===== src/rtl/shot_ctrl.sv =====
// shot_ctrl: single-shot projectile controller for the turret game.
// Latches the player column and aim on a fire edge, then steps the shot one
// row per frame tick until it reaches the last row (or a wall), followed by
// a cooldown period during which new fire presses are ignored.
// Build option: define SHOT_BOUNCE_EN to reflect the shot off the side
// walls instead of ending the flight there.
module shot_ctrl #(
    parameter int Y_MAX    = 23,
    parameter int COOLDOWN = 4
) (
    input  logic       clk,
    input  logic       reset,
    input  logic       tick,
    input  logic       fire,
    input  logic [4:0] x_pos,
    input  logic [2:0] aim_pos,
    output logic [4:0] shot_x,
    output logic [4:0] shot_y,
    output logic       shot_active,
    output logic       shot_done,
    output logic       shot_wall
);

    typedef enum logic [1:0] {
        IDLE   = 2'd0,
        FLIGHT = 2'd1,
        COOL   = 2'd2
    } state_t;

    localparam logic [4:0] Y_LAST    = 5'(Y_MAX);
    localparam logic [3:0] COOL_INIT = 4'(COOLDOWN);

    state_t            state;
    logic              fire_q;
    logic signed [2:0] dx;
    logic        [3:0] cool_cnt;
    logic signed [6:0] nx;
    logic              x_in_range;
    logic              fire_edge;

    // Aim 0..6 maps to a column step of -3..+3; aim 7 saturates at +3.
    function automatic logic signed [2:0] aim_to_dx(input logic [2:0] aim);
        logic [2:0] diff;
        if (aim == 3'd7) begin
            return 3'sd3;
        end
        diff = aim - 3'd3;
        return $signed(diff);
    endfunction

`ifdef SHOT_BOUNCE_EN
    // Mirror an out-of-range column back into 0..31 about the crossed wall.
    function automatic logic [4:0] reflect_x(input logic signed [6:0] v);
        logic signed [6:0] r;
        if (v < 7'sd0) begin
            r = -v;
        end else if (v > 7'sd31) begin
            r = 7'sd62 - v;
        end else begin
            r = v;
        end
        return r[4:0];
    endfunction
`endif

    // Candidate next column, computed wide and signed so walls are visible.
    always_comb begin
        nx         = $signed({2'b00, shot_x}) + $signed({{4{dx[2]}}, dx});
        x_in_range = (nx >= 7'sd0) && (nx <= 7'sd31);
        fire_edge  = fire & ~fire_q;
    end

    // Shot state machine with registered outputs.
    always_ff @(posedge clk or negedge reset) begin
        if (!reset) begin
            state       <= IDLE;
            fire_q      <= 1'b0;
            dx          <= 3'sd0;
            cool_cnt    <= 4'd0;
            shot_x      <= 5'd0;
            shot_y      <= 5'd0;
            shot_active <= 1'b0;
            shot_done   <= 1'b0;
            shot_wall   <= 1'b0;
        end else begin
            fire_q    <= fire;
            shot_done <= 1'b0;
            shot_wall <= 1'b0;
            case (state)
                IDLE: begin
                    // A tick arriving with the fire edge does not step the shot.
                    if (fire_edge) begin
                        shot_x      <= x_pos;
                        shot_y      <= 5'd0;
                        dx          <= aim_to_dx(aim_pos);
                        shot_active <= 1'b1;
                        state       <= FLIGHT;
                    end
                end
                FLIGHT: begin
                    if (tick) begin
                        if (shot_y == Y_LAST) begin
                            // Last row takes priority over any wall on this tick.
                            shot_done   <= 1'b1;
                            shot_active <= 1'b0;
                            cool_cnt    <= COOL_INIT;
                            state       <= COOL;
                        end else if (x_in_range) begin
                            shot_y <= shot_y + 5'd1;
                            shot_x <= nx[4:0];
                        end else begin
`ifdef SHOT_BOUNCE_EN
                            shot_y <= shot_y + 5'd1;
                            shot_x <= reflect_x(nx);
                            dx     <= -dx;
`else
                            // Wall ends the flight; position holds where it was.
                            shot_done   <= 1'b1;
                            shot_wall   <= 1'b1;
                            shot_active <= 1'b0;
                            cool_cnt    <= COOL_INIT;
                            state       <= COOL;
`endif
                        end
                    end
                end
                COOL: begin
                    if (cool_cnt == 4'd0) begin
                        state <= IDLE;
                    end else if (tick) begin
                        cool_cnt <= cool_cnt - 4'd1;
                    end
                end
                default: begin
                    state <= IDLE;
                end
            endcase
        end
    end

endmodule


===== config.mk =====
export PLATFORM = sky130hd
export DESIGN_NAME = shot_ctrl
export DESIGN_NICKNAME = d
export VERILOG_FILES = /design/src/rtl/shot_ctrl.sv
export SDC_FILE = /design/constraint.sdc
export NUM_CORES = 1
export LEC_CHECK = 0
export ABC_AREA = 1
export BUFFER_PORTS_ARGS = -buffer_cell sky130_fd_sc_hd__buf_2
export CAP_MARGIN = 20
export CORE_ASPECT_RATIO = 0.5
export CORE_MARGIN = 3
export CORE_UTILIZATION = 45
export CTS_BUF_LIST = sky130_fd_sc_hd__clkbuf_8
export CTS_CLUSTER_DIAMETER = 120
export CTS_CLUSTER_SIZE = 20
export DETAILED_ROUTE_END_ITERATION = 8
export PLACE_DENSITY_LB_ADDON = 0.12
export SLEW_MARGIN = 20
export SYNTH_ARGS = -nofsm -noshare
export SYNTH_HDL_FRONTEND = slang
export SYNTH_SLANG_ARGS = --single-unit

===== constraint.sdc =====
create_clock -name clk -period 4.8 [get_ports clk]
set_input_delay 0.24 -clock clk [delete_from_list [all_inputs] [get_ports clk]]
set_output_delay 0.24 -clock clk [all_outputs]
set_load 0.005 [all_outputs]

==> qor.yml, run 1 <==
status:
  status: "finished clean"
synthesis:
  synthCells: 198
  synth_nets: 220
  synthXorXnorAreaFrac_pct: 2.36
  synthSimpleGateAreaFrac_pct: 35.7
  synth_cell_type_count: 26
  synth_area_per_cell_um2: 7.49
  ys_ff_latch: 23
  synth_top_area_cell: "dfrtp_1"
  synth_warnings: 0
  ys_seq_area_share_pct: 38.8
  synth_top_area_share_pct: 38.8
  synth_compound_area_share_pct: 6.58
  synthAdderAreaFrac_pct: 8.95
  synth_top_family_by_area: "simple AND/OR/NAND/NOR gates"
  synth_mux_area_share_pct: 0
  synth_area_um2: 1480
  synthTopCellsByArea: "dfrtp_1 (39%), nand2_1 (16%), nand3_1 (8.1%), ha_1 (7.6%), inv_1 (5.6%)"
finish:
  multi_input_area_um2: 795
  final_cells: 265
  finish.utilization_pct: 55.2
  nNetsFinal: 248
  drive_gt1_share_pct: 17.8
  diodes: 0
  n_fill_cell: 308
  seq_area_um2: 576
  syn_to_final_growth_pct: 14.2
grt:
  grt_overflow: 0
  grt_max_degree: 24
  grt_pass1_vias: 1178
  antenna_found_initial: 0
  grt_pass1_wl_um: 5500
  grt_usage_pct: 17.9
route:
  drt_iter0_drc: 53
  antenna_left: 0
  num_vias: 1332
  dr.pass1.iters: 4
  routed_wirelength_um: 3250
  post_drt_wl_per_cell_um: 12.3
  viasPerCell: 5.03
  drc: 0
worst_setup_path:
  end_kind: "register"
  crit_slowest_cell: "dfrtp_1"
  crit_top_cell: "nand2_1"
  cp_top_family: "simple AND/OR/NAND/NOR gates"
  path_max_fanout: 10
  path_buf_inv: 0
  required_ns: 4.96
  critPathKind: "register to register"
  crit_chain: "ha_1, fa_1, nand4_1, nand3_1, nor2_1, nand2_1, nand3_4, nand2_4, nand2_1, nand2_1"
  startpoint_type: "register"
  slowest_delay_ns: 0.42
  crit_arrival_ns: 2.27
power_and_ir_drop:
  cellLeakagePower_nw: 0.934
  peakVddDrop_mv: 0.322
  p_per_area_nw_per_um2: 704
clocking:
  clock_path_buffers: 2
  clk_latency_ns: 0.27
  cts_resized: 0
  cts-root-buf: "clkbuf_8"
  cts.sinks: 23
  post_cts_buffers: 0
  clk_pin_slew_worst_paths_ns: 0.08
  cts_buffers: 3
  htreeDepth: 1
  hold_buffers: 1
  cts_tree: "built"
timing:
  fin_tns_setup_ns: 0
  max-slew-margin-rel_pct: 65.0
  skew_ns: 0.00136
  rsz0062_at_grt: "false"
  tightest_slew_ns: 0.525
  timing_hold_violations_final: 0
  finalCritPeriodShare_pct: 43.9
  fmax_ghz: 0.475
  setup_viol_count_final: 0
  drv_slew: 0
  min_period_ns: 2.11
die:
  initial_core_util_pct: 48.4
  coreArea_um2: 3070
  rows: 14
  die_area_um2: 4060
  die_w_um: 87.2
  dieHeight_um: 46.6
  io_pins: 25
placed_design:
  portBuffers: 24
  dp_hpwl_um: 2520
  gp_congestion: 0.831
  dp_cells: 260
min_path:
  hold_path.class: "primary input to register"
run:
  maxCapViolations: 0
-- sequential cells by signal, indices dropped and copies added, names as in the netlist --
register	count
cool_cnt	4
dx	3
fire_q	1
shot_active	1
shot_done	1
shot_wall	1
shot_x	5
shot_y	5
state	2
-- path summary, 6_finish.rpt --
| kind | start | endpoint | slack, ns | cells after the start |
|---|---|---|---|---|
| setup / recovery | shot_x[0]$_DFFE_PN0P_ | shot_y[1]$_DFFE_PN0P_ | 2.69 | 10 |
| hold / removal | fire | fire_q$_DFF_PN0_ | 0.09 | 1 |
| setup reg to reg | shot_x[0]$_DFFE_PN0P_ | shot_y[1]$_DFFE_PN0P_ | 2.69 | 10 |
| hold reg to reg | shot_active$_DFFE_PN0P_ | shot_active$_DFFE_PN0P_ | 0.52 | 2 |
| max in group asynchronous | reset | shot_x[0]$_DFFE_PN0P_ | 3.97 | 2 |
| min in group asynchronous | reset | cool_cnt[1]$_DFFE_PN0P_ | 0.48 | 2 |
-- layer usage --
layer  vias to the layer above  GRT usage, %  part of all wire, %  routed length [µm]
li1                        682             -                    -                   -
met1                       620          27.0                   54                1750
met2                        28          25.8                   42                1360
met3                         2          3.93                  3.9                 127
met4                         0          3.98                 0.34                  11
met5                         -             0                    0                   0
-- layout make-up --
class	instances	area share, %
clock buffer	3	2.44
tap	40	2.96
sequential	23	34.0
timing repair buffer	25	7.69
multi-input combinational	148	46.9
inverter	25	5.69
clock inverter	1	0.296
-- Yosys cell counts, drive strengths merged --
cell   instances
dfrtp         23
nor2          23
ha             9
xnor2          2
nand4          3
fa             1
a31oi          1
nor3           3
buf            2
o31ai          1
xor2           2
o21ai          7
inv           25
nand2         65
a21oi          6
nand3         25
-- where the power goes --
part           internal [W]  switching [W]  total [W]
Clock             0.0000580      0.0000642   0.000122
Combinational      0.000259       0.000462   0.000720
Sequential         0.000271      0.0000788   0.000350
-- worst reg2reg max path, stage by stage, from the launching register on --
cell and delay [ns]:
dfrtp_1 0.42, ha_1 0.24, fa_1 0.43, nand4_1 0.17
nand3_1 0.11, nor2_1 0.12, nand2_1 0.11, nand3_4 0.15
nand2_4 0.13, nand2_1 0.08, nand2_1 0.05
-- logic make-up after synthesis --
family                   count (synthesis)
adder cells (fa/ha/maj)                 10
buffers and inverters                   27
XOR/XNOR                                 4
AO/OA/AOI/OAI                           15
flip-flops                              23
AND/OR/NAND/NOR                        119
-- cells in the final DEF (no fill, tap or decap) --
| master | instances |
|---|---|
| a31oi_1 | 1 |
| fa_1 | 1 |
| xor2_1 | 2 |
| nand4_1 | 3 |
| dfrtp_1 | 23 |
| nor3_1 | 3 |
| clkinv_2 | 1 |
| nand3_4 | 1 |
| dlygate4sd3_1 | 1 |
| inv_2 | 2 |
| xnor2_1 | 2 |
| a21oi_1 | 5 |
| clkbuf_8 | 3 |
| inv_4 | 1 |
| nor2_4 | 1 |
| nand2_2 | 1 |
| nand2_4 | 2 |
| nand3_1 | 24 |
| o31ai_1 | 1 |
| nand2_1 | 62 |
| a21oi_4 | 1 |
| buf_2 | 24 |
| ha_1 | 9 |
| o21ai_0 | 5 |
| inv_1 | 22 |
| nor2_1 | 21 |
| nor2_2 | 1 |
| o21ai_2 | 2 |
-- per-stage QoR --
stage          setup slack (ns)  hold WS, ns  power (W)  instance area, µm²
2_1_floorplan              2.98      -0.0556   0.000899                1480
3_3_place_gp               2.71        0.249    0.00107                1640
3_5_place_dp               2.72        0.252    0.00108                1640
4_1_cts                    2.70       0.0862    0.00120                1690
5_1_grt                    2.51       0.0909    0.00133                1690
6_report                   2.69       0.0899    0.00119                1690
Power figures use the tool's default switching activity.
==> run 2, diff against run 1 <==
- clock period: 4.8 -> 2.2 ns (I/O delays scaled with it)
==> run 2 against run 1 <==
Effect of this change: sequential cell count is the same; die area unchanged; clock skew grew 0.0048 ns; worst hold slack got worse by 0.063 ns; critical path depth is the same; wire length grew 3.0%; global-route usage is 0.25 points lower; highest routed layer is now met3; setup slack worse by 2.5 ns; via count shrank 0.23%; utilization up 1.5 points; largest cell class unchanged; cell count up 1.5%; register-to-register slack worse by 2.5 ns.
==> qor.yml, run 2 (synthesis gave the netlist of run 1 again) <==
status:
  status: "finished clean"
finish:
  final_cell_mix: "nand2_1 (62), nand3_1 (24), buf_2 (24)"
  diodes: 0
  nNetsFinal: 252
  syn_to_final_growth_pct: 17.2
  n_fill_cell: 306
  multi_input_area_um2: 795
  seq_area_um2: 576
  drive_gt1_share_pct: 18.8
  final_common_cell: "nand2_1"
  final_cells: 269
  reg.largest.list: "shot_x x5, shot_y x5, cool_cnt x4"
worst_setup_path:
  reg2reg_slack_ns: 0.17
  required_ns: 2.37
  worstReg2RegEnd: "shot_x[0]$_DFFE_PN0P_"
  r2r_cells: 10
  path_max_fanout: 10
  crit_arrival_ns: 2.19
  r2r-start: "shot_x[0]$_DFFE_PN0P_"
  critPathKind: "register to register"
  startpoint_type: "register"
  end_kind: "register"
min_path:
  whs_endpoint: "dx[0]$_DFFE_PN0P_"
  holdPathStages: 2
  min_from: "aim_pos[0]"
  hold_path.class: "primary input to register"
die:
  die_w_um: 87.2
  io_pins: 25
  rows: 14
  die_area_um2: 4060
  dieHeight_um: 46.6
  initial_core_util_pct: 48.4
  coreArea_um2: 3070
power_and_ir_drop:
  seqPwrFrac_pct: 28.0
  p_int_w: 0.00136
  p_per_area_nw_per_um2: 1550
  clkPwrFrac_pct: 9.9
  fin_total_pwr_w: 0.00270
  switching_share_pct: 49.6
  peakVddDrop_mv: 0.759
  cellLeakagePower_nw: 0.958
  switchingPower_w: 0.00134
  combPwrFrac_pct: 62.2
route:
  drc: 0
  viasPerCell: 4.94
  post_drt_wl_per_cell_um: 12.4
  dr.pass1.iters: 4
  routed_wirelength_um: 3350
  num_vias: 1329
  drt_iter0_drc: 73
  antenna_left: 0
timing:
  finalCritPeriodShare_pct: 92.1
  setup_viol_count_final: 0
  timing_hold_violations_final: 0
  min_period_ns: 2.03
  fin_tns_setup_ns: 0
  max-slew-margin-rel_pct: 63.6
  fmax_ghz: 0.494
  rsz0062_at_grt: "false"
  tightest_slew_ns: 0.546
  skew_ns: 0.00612
  drv_slew: 0
grt:
  grt_overflow: 0
  grt_pass1_vias: 1129
  grt_pass1_wl_um: 5340
  grt_usage_pct: 17.6
  antenna_found_initial: 0
  grt_max_degree: 24
clocking:
  cts-root-buf: "clkbuf_8"
  cts_tree: "built"
  clk_latency_ns: 0.27
  cts.sinks: 23
  clock_path_buffers: 2
  cts_buffers: 3
  cts_resized: 0
  clk_pin_slew_worst_paths_ns: 0.09
  htreeDepth: 1
placed_design:
  dp_cells: 261
  gp_congestion: 0.797
  portBuffers: 24
  dp_hpwl_um: 2540
run:
  maxCapViolations: 0
[run 2: cell count changes in the layout (fill, tap and decap cells not counted)]
cell	previous run	this run
buf_12	0	1
buf_4	0	2
dlygate4sd3_1	1	2
[run 2: how the worst max path moves through the flow]
| stage | start | to | cells past startpoint | slack, ns |
|---|---|---|---|---|
| after detailed placement | shot_x[0]$_DFFE_PN0P_ | shot_x[0]$_DFFE_PN0P_ | 10 | 0.13 |
| after CTS | shot_x[0]$_DFFE_PN0P_ | shot_x[0]$_DFFE_PN0P_ | 10 | 0.11 |
| after floorplan | shot_x[0]$_DFFE_PN0P_ | shot_x[1]$_DFFE_PN0P_ | 10 | 0.38 |
| after global routing | shot_x[0]$_DFFE_PN0P_ | cool_cnt[1]$_DFFE_PN0P_ | 9 | 0.02 |
| after global placement | shot_x[0]$_DFFE_PN0P_ | shot_x[3]$_DFFE_PN0P_ | 10 | 0.12 |
| final | shot_x[0]$_DFFE_PN0P_ | shot_x[0]$_DFFE_PN0P_ | 10 | 0.17 |
[run 2: cell type report]
| type | count | share of cell area (%) |
|---|---|---|
| Clock buffer | 3 | 2.38 |
| Clock inverter | 1 | 0.288 |
| Inverter | 25 | 5.54 |
| Multi-Input combinational cell | 148 | 45.7 |
| Sequential cell | 23 | 33.1 |
| Tap cell | 40 | 2.88 |
| Timing Repair Buffer | 29 | 10.1 |
[run 2: repair_timing]
action,in CTS,in global routing
setup endpoints to repair,0,9
endpoints found under the hold margin,24,0
setup buffers,0,2
hold buffers,2,0
[run 2: through the flow]
step           utilization (%)  area [µm²]  hold slack [ns]  worst slack [ns]
2_1_floorplan                -        1480           -0.186             0.376
3_3_place_gp              53.6        1640            0.124             0.119
5_1_grt                   56.7        1740           0.0434            0.0161
3_5_place_dp              53.6        1640            0.120             0.134
6_report                  56.7        1740           0.0272             0.175
4_1_cts                   55.8        1710           0.0199             0.111
[run 2: routing by layer]
metal | track usage, % | vias to the layer above | share of wire, %
met5 | 0 | - | 0
met4 | 3.67 | 0 | 0
met3 | 4.29 | 0 | 3.3
met2 | 25.5 | 25 | 43
met1 | 26.4 | 604 | 54
li1 | - | 700 | -
[run 2: power groups by stage]
| stage | clock, W | combinational, W | sequential (W) |
|---|---|---|---|
| 6_report | 0.000266 | 0.00168 | 0.000755 |
| 5_1_grt | 0.000291 | 0.00192 | 0.000779 |
| 4_1_cts | 0.000278 | 0.00161 | 0.000753 |
| 3_5_place_dp | 0 | 0.00161 | 0.000760 |
| 3_3_place_gp | 0 | 0.00158 | 0.000760 |
| 2_1_floorplan | 0 | 0.00122 | 0.000739 |
[run 2: worst max-delay path, stage by stage, from the launching register on]
cell and delay [ns]:
dfrtp_1 0.42, ha_1 0.24, fa_1 0.43, nand4_1 0.16
nand3_1 0.11, nor2_1 0.11, nand2_1 0.11, nand3_4 0.11
nand2_4 0.11, nand2_1 0.08, nand2_1 0.05
==> run 3, diff against run 2 <==
- CTS_BUF_LIST: sky130_fd_sc_hd__clkbuf_8 -> sky130_fd_sc_hd__clkbuf_16
- SKIP_CTS_REPAIR_TIMING: unset -> 1
==> run 3 against run 2 <==
Effect of this change: sequential power barely moved; sequential cell count unchanged; power grew 5.5%; critical path type unchanged.
==> qor.yml, run 3 (synthesis gave the netlist of run 1 again) <==
die:
  die_w_um: 87.2
  rows: 14
  coreArea_um2: 3070
  initial_core_util_pct: 48.4
  io_pins: 25
  die_area_um2: 4060
  dieHeight_um: 46.6
route:
  dr.pass1.iters: 4
  viasPerCell: 4.92
  drt_iter0_drc: 59
  num_vias: 1324
  post_drt_wl_per_cell_um: 12.6
  routed_wirelength_um: 3390
  antenna_left: 0
  drc: 0
grt:
  antenna_found_initial: 0
  grt_pass1_wl_um: 5380
  grt_overflow: 0
  grt_max_degree: 24
  grt_usage_pct: 17.9
  grt_pass1_vias: 1131
power_and_ir_drop:
  seqPwrFrac_pct: 26.6
  p_int_w: 0.00148
  switchingPower_w: 0.00137
  combPwrFrac_pct: 59.5
  peakVddDrop_mv: 0.768
  clkPwrFrac_pct: 14.0
  p_per_area_nw_per_um2: 1610
  switching_share_pct: 48.0
  cellLeakagePower_nw: 0.973
finish:
  final_common_cell: "nand2_1"
  syn_to_final_growth_pct: 19.5
  stdcell_area_um2: 1770
  nNetsFinal: 252
  seq_area_um2: 576
  reg.largest.list: "shot_x x5, shot_y x5, cool_cnt x4"
  multi_input_area_um2: 795
  diodes: 0
  drive_gt1_share_pct: 18.8
  final_cell_mix: "nand2_1 (62), nand3_1 (24), buf_2 (24)"
  finish.utilization_pct: 57.8
  n_fill_cell: 305
  final_cells: 269
clocking:
  htreeDepth: 1
  cts_tree: "built"
  clk_latency_ns: 0.26
  cts_buffers: 3
  cts-root-buf: "clkbuf_16"
  clk_pin_slew_worst_paths_ns: 0.06
  cts.sinks: 23
  clock_path_buffers: 2
min_path:
  hold_path.class: "primary input to register"
  holdPathStages: 2
  min_from: "aim_pos[0]"
  whs_endpoint: "dx[0]$_DFFE_PN0P_"
run:
  maxCapViolations: 0
placed_design:
  dpl_cell_area_um2: 1640
  dp_hpwl_um: 2540
  post-place-ws_ns: 0.134
  dp_cells: 261
  gp_congestion: 0.797
  portBuffers: 24
worst_setup_path:
  crit_top_cell: "nand2_1"
  crit_arrival_ns: 2.24
  path_max_fanout: 10
  critPathKind: "register to register"
  worstReg2RegEnd: "shot_y[1]$_DFFE_PN0P_"
  r2r_cells: 10
  required_ns: 2.35
  cp_top_family: "simple AND/OR/NAND/NOR gates"
  startpoint_type: "register"
  crit_chain: "ha_1, fa_1, nand4_1, nand3_1, nor2_1, nand2_1, nand3_4, nand2_4, nand2_1, nand2_1"
  crit_slowest_cell: "fa_1"
  slowest_delay_ns: 0.43
  reg2reg_slack_ns: 0.11
  path_buf_inv: 0
  r2r-start: "shot_x[0]$_DFFE_PN0P_"
  end_kind: "register"
status:
  status: "finished clean"
timing:
  min_period_ns: 2.09
  max-slew-margin-rel_pct: 64.7
  timing_hold_violations_final: 0
  skew_ns: 0.00234
  drv_slew: 0
  tightest_slew_ns: 0.529
  finalCritPeriodShare_pct: 95.1
  setup_ws_ns: 0.107
  setup_viol_count_final: 0
  fmax_ghz: 0.478
==> run 3: cell counts in the layout (fill, tap and decap cells not counted) <==
No cell type changed its count.
==> run 3: how the worst max path moves through the flow <==
| stage | endpoint | from | cells after the start | slack, ns |
|---|---|---|---|---|
| floorplan | shot_x[1]$_DFFE_PN0P_ | shot_x[0]$_DFFE_PN0P_ | 10 | 0.38 |
| detailed placement | shot_x[0]$_DFFE_PN0P_ | shot_x[0]$_DFFE_PN0P_ | 10 | 0.13 |
| CTS | shot_y[1]$_DFFE_PN0P_ | shot_x[0]$_DFFE_PN0P_ | 10 | 0.07 |
| global route | shot_y[1]$_DFFE_PN0P_ | shot_x[0]$_DFFE_PN0P_ | 10 | -0.002 |
| global placement | shot_x[3]$_DFFE_PN0P_ | shot_x[0]$_DFFE_PN0P_ | 10 | 0.12 |
| finish | shot_y[1]$_DFFE_PN0P_ | shot_x[0]$_DFFE_PN0P_ | 10 | 0.11 |
==> run 3: power groups by stage <==
stage               Combinational [W]  Clock [W]  Sequential [W]
floorplan                     0.00122          0        0.000739
global placement              0.00158          0        0.000760
detailed placement            0.00161          0        0.000760
CTS                           0.00162   0.000409        0.000754
global route                  0.00193   0.000423        0.000780
finish                        0.00169   0.000398        0.000757
==> run 3: cell type report <==
type | count | area share [%]
timing repair buffer | 29 | 9.89
sequential | 23 | 32.5
multi-input combinational | 148 | 44.8
inverter | 25 | 5.44
clock buffer | 3 | 4.24
clock inverter | 1 | 0.282
tap | 40 | 2.82
==> run 3: per-layer routing <==
layer | track usage [%] | vias to the layer above | routed length, µm | share of wire (%)
li1 | - | 698 | - | -
met3 | 4.46 | 2 | 190 | 5.6
met5 | 0 | - | 0 | 0
met4 | 4.59 | 0 | 7 | 0.21
met1 | 26.3 | 592 | 1750 | 52
met2 | 25.9 | 32 | 1440 | 42
==> run 3: stage by stage <==
| stage | hold slack, ns | TNS [ns] | total power, W |
|---|---|---|---|
| 2_1_floorplan | -0.186 | 0 | 0.00196 |
| 3_3_place_gp | 0.124 | 0 | 0.00234 |
| 3_5_place_dp | 0.120 | 0 | 0.00237 |
| 4_1_cts | -0.155 | 0 | 0.00278 |
| 5_1_grt | 0.0634 | -0.00214 | 0.00313 |
| 6_report | 0.0445 | 0 | 0.00285 |
==> run 3: worst reg2reg max path, delay by kind of cell, from the launching register on <==
family	cells	cell delay (ns)
fa+ha+maj	2	0.67
flops	1	0.42
simple gates	8	0.89
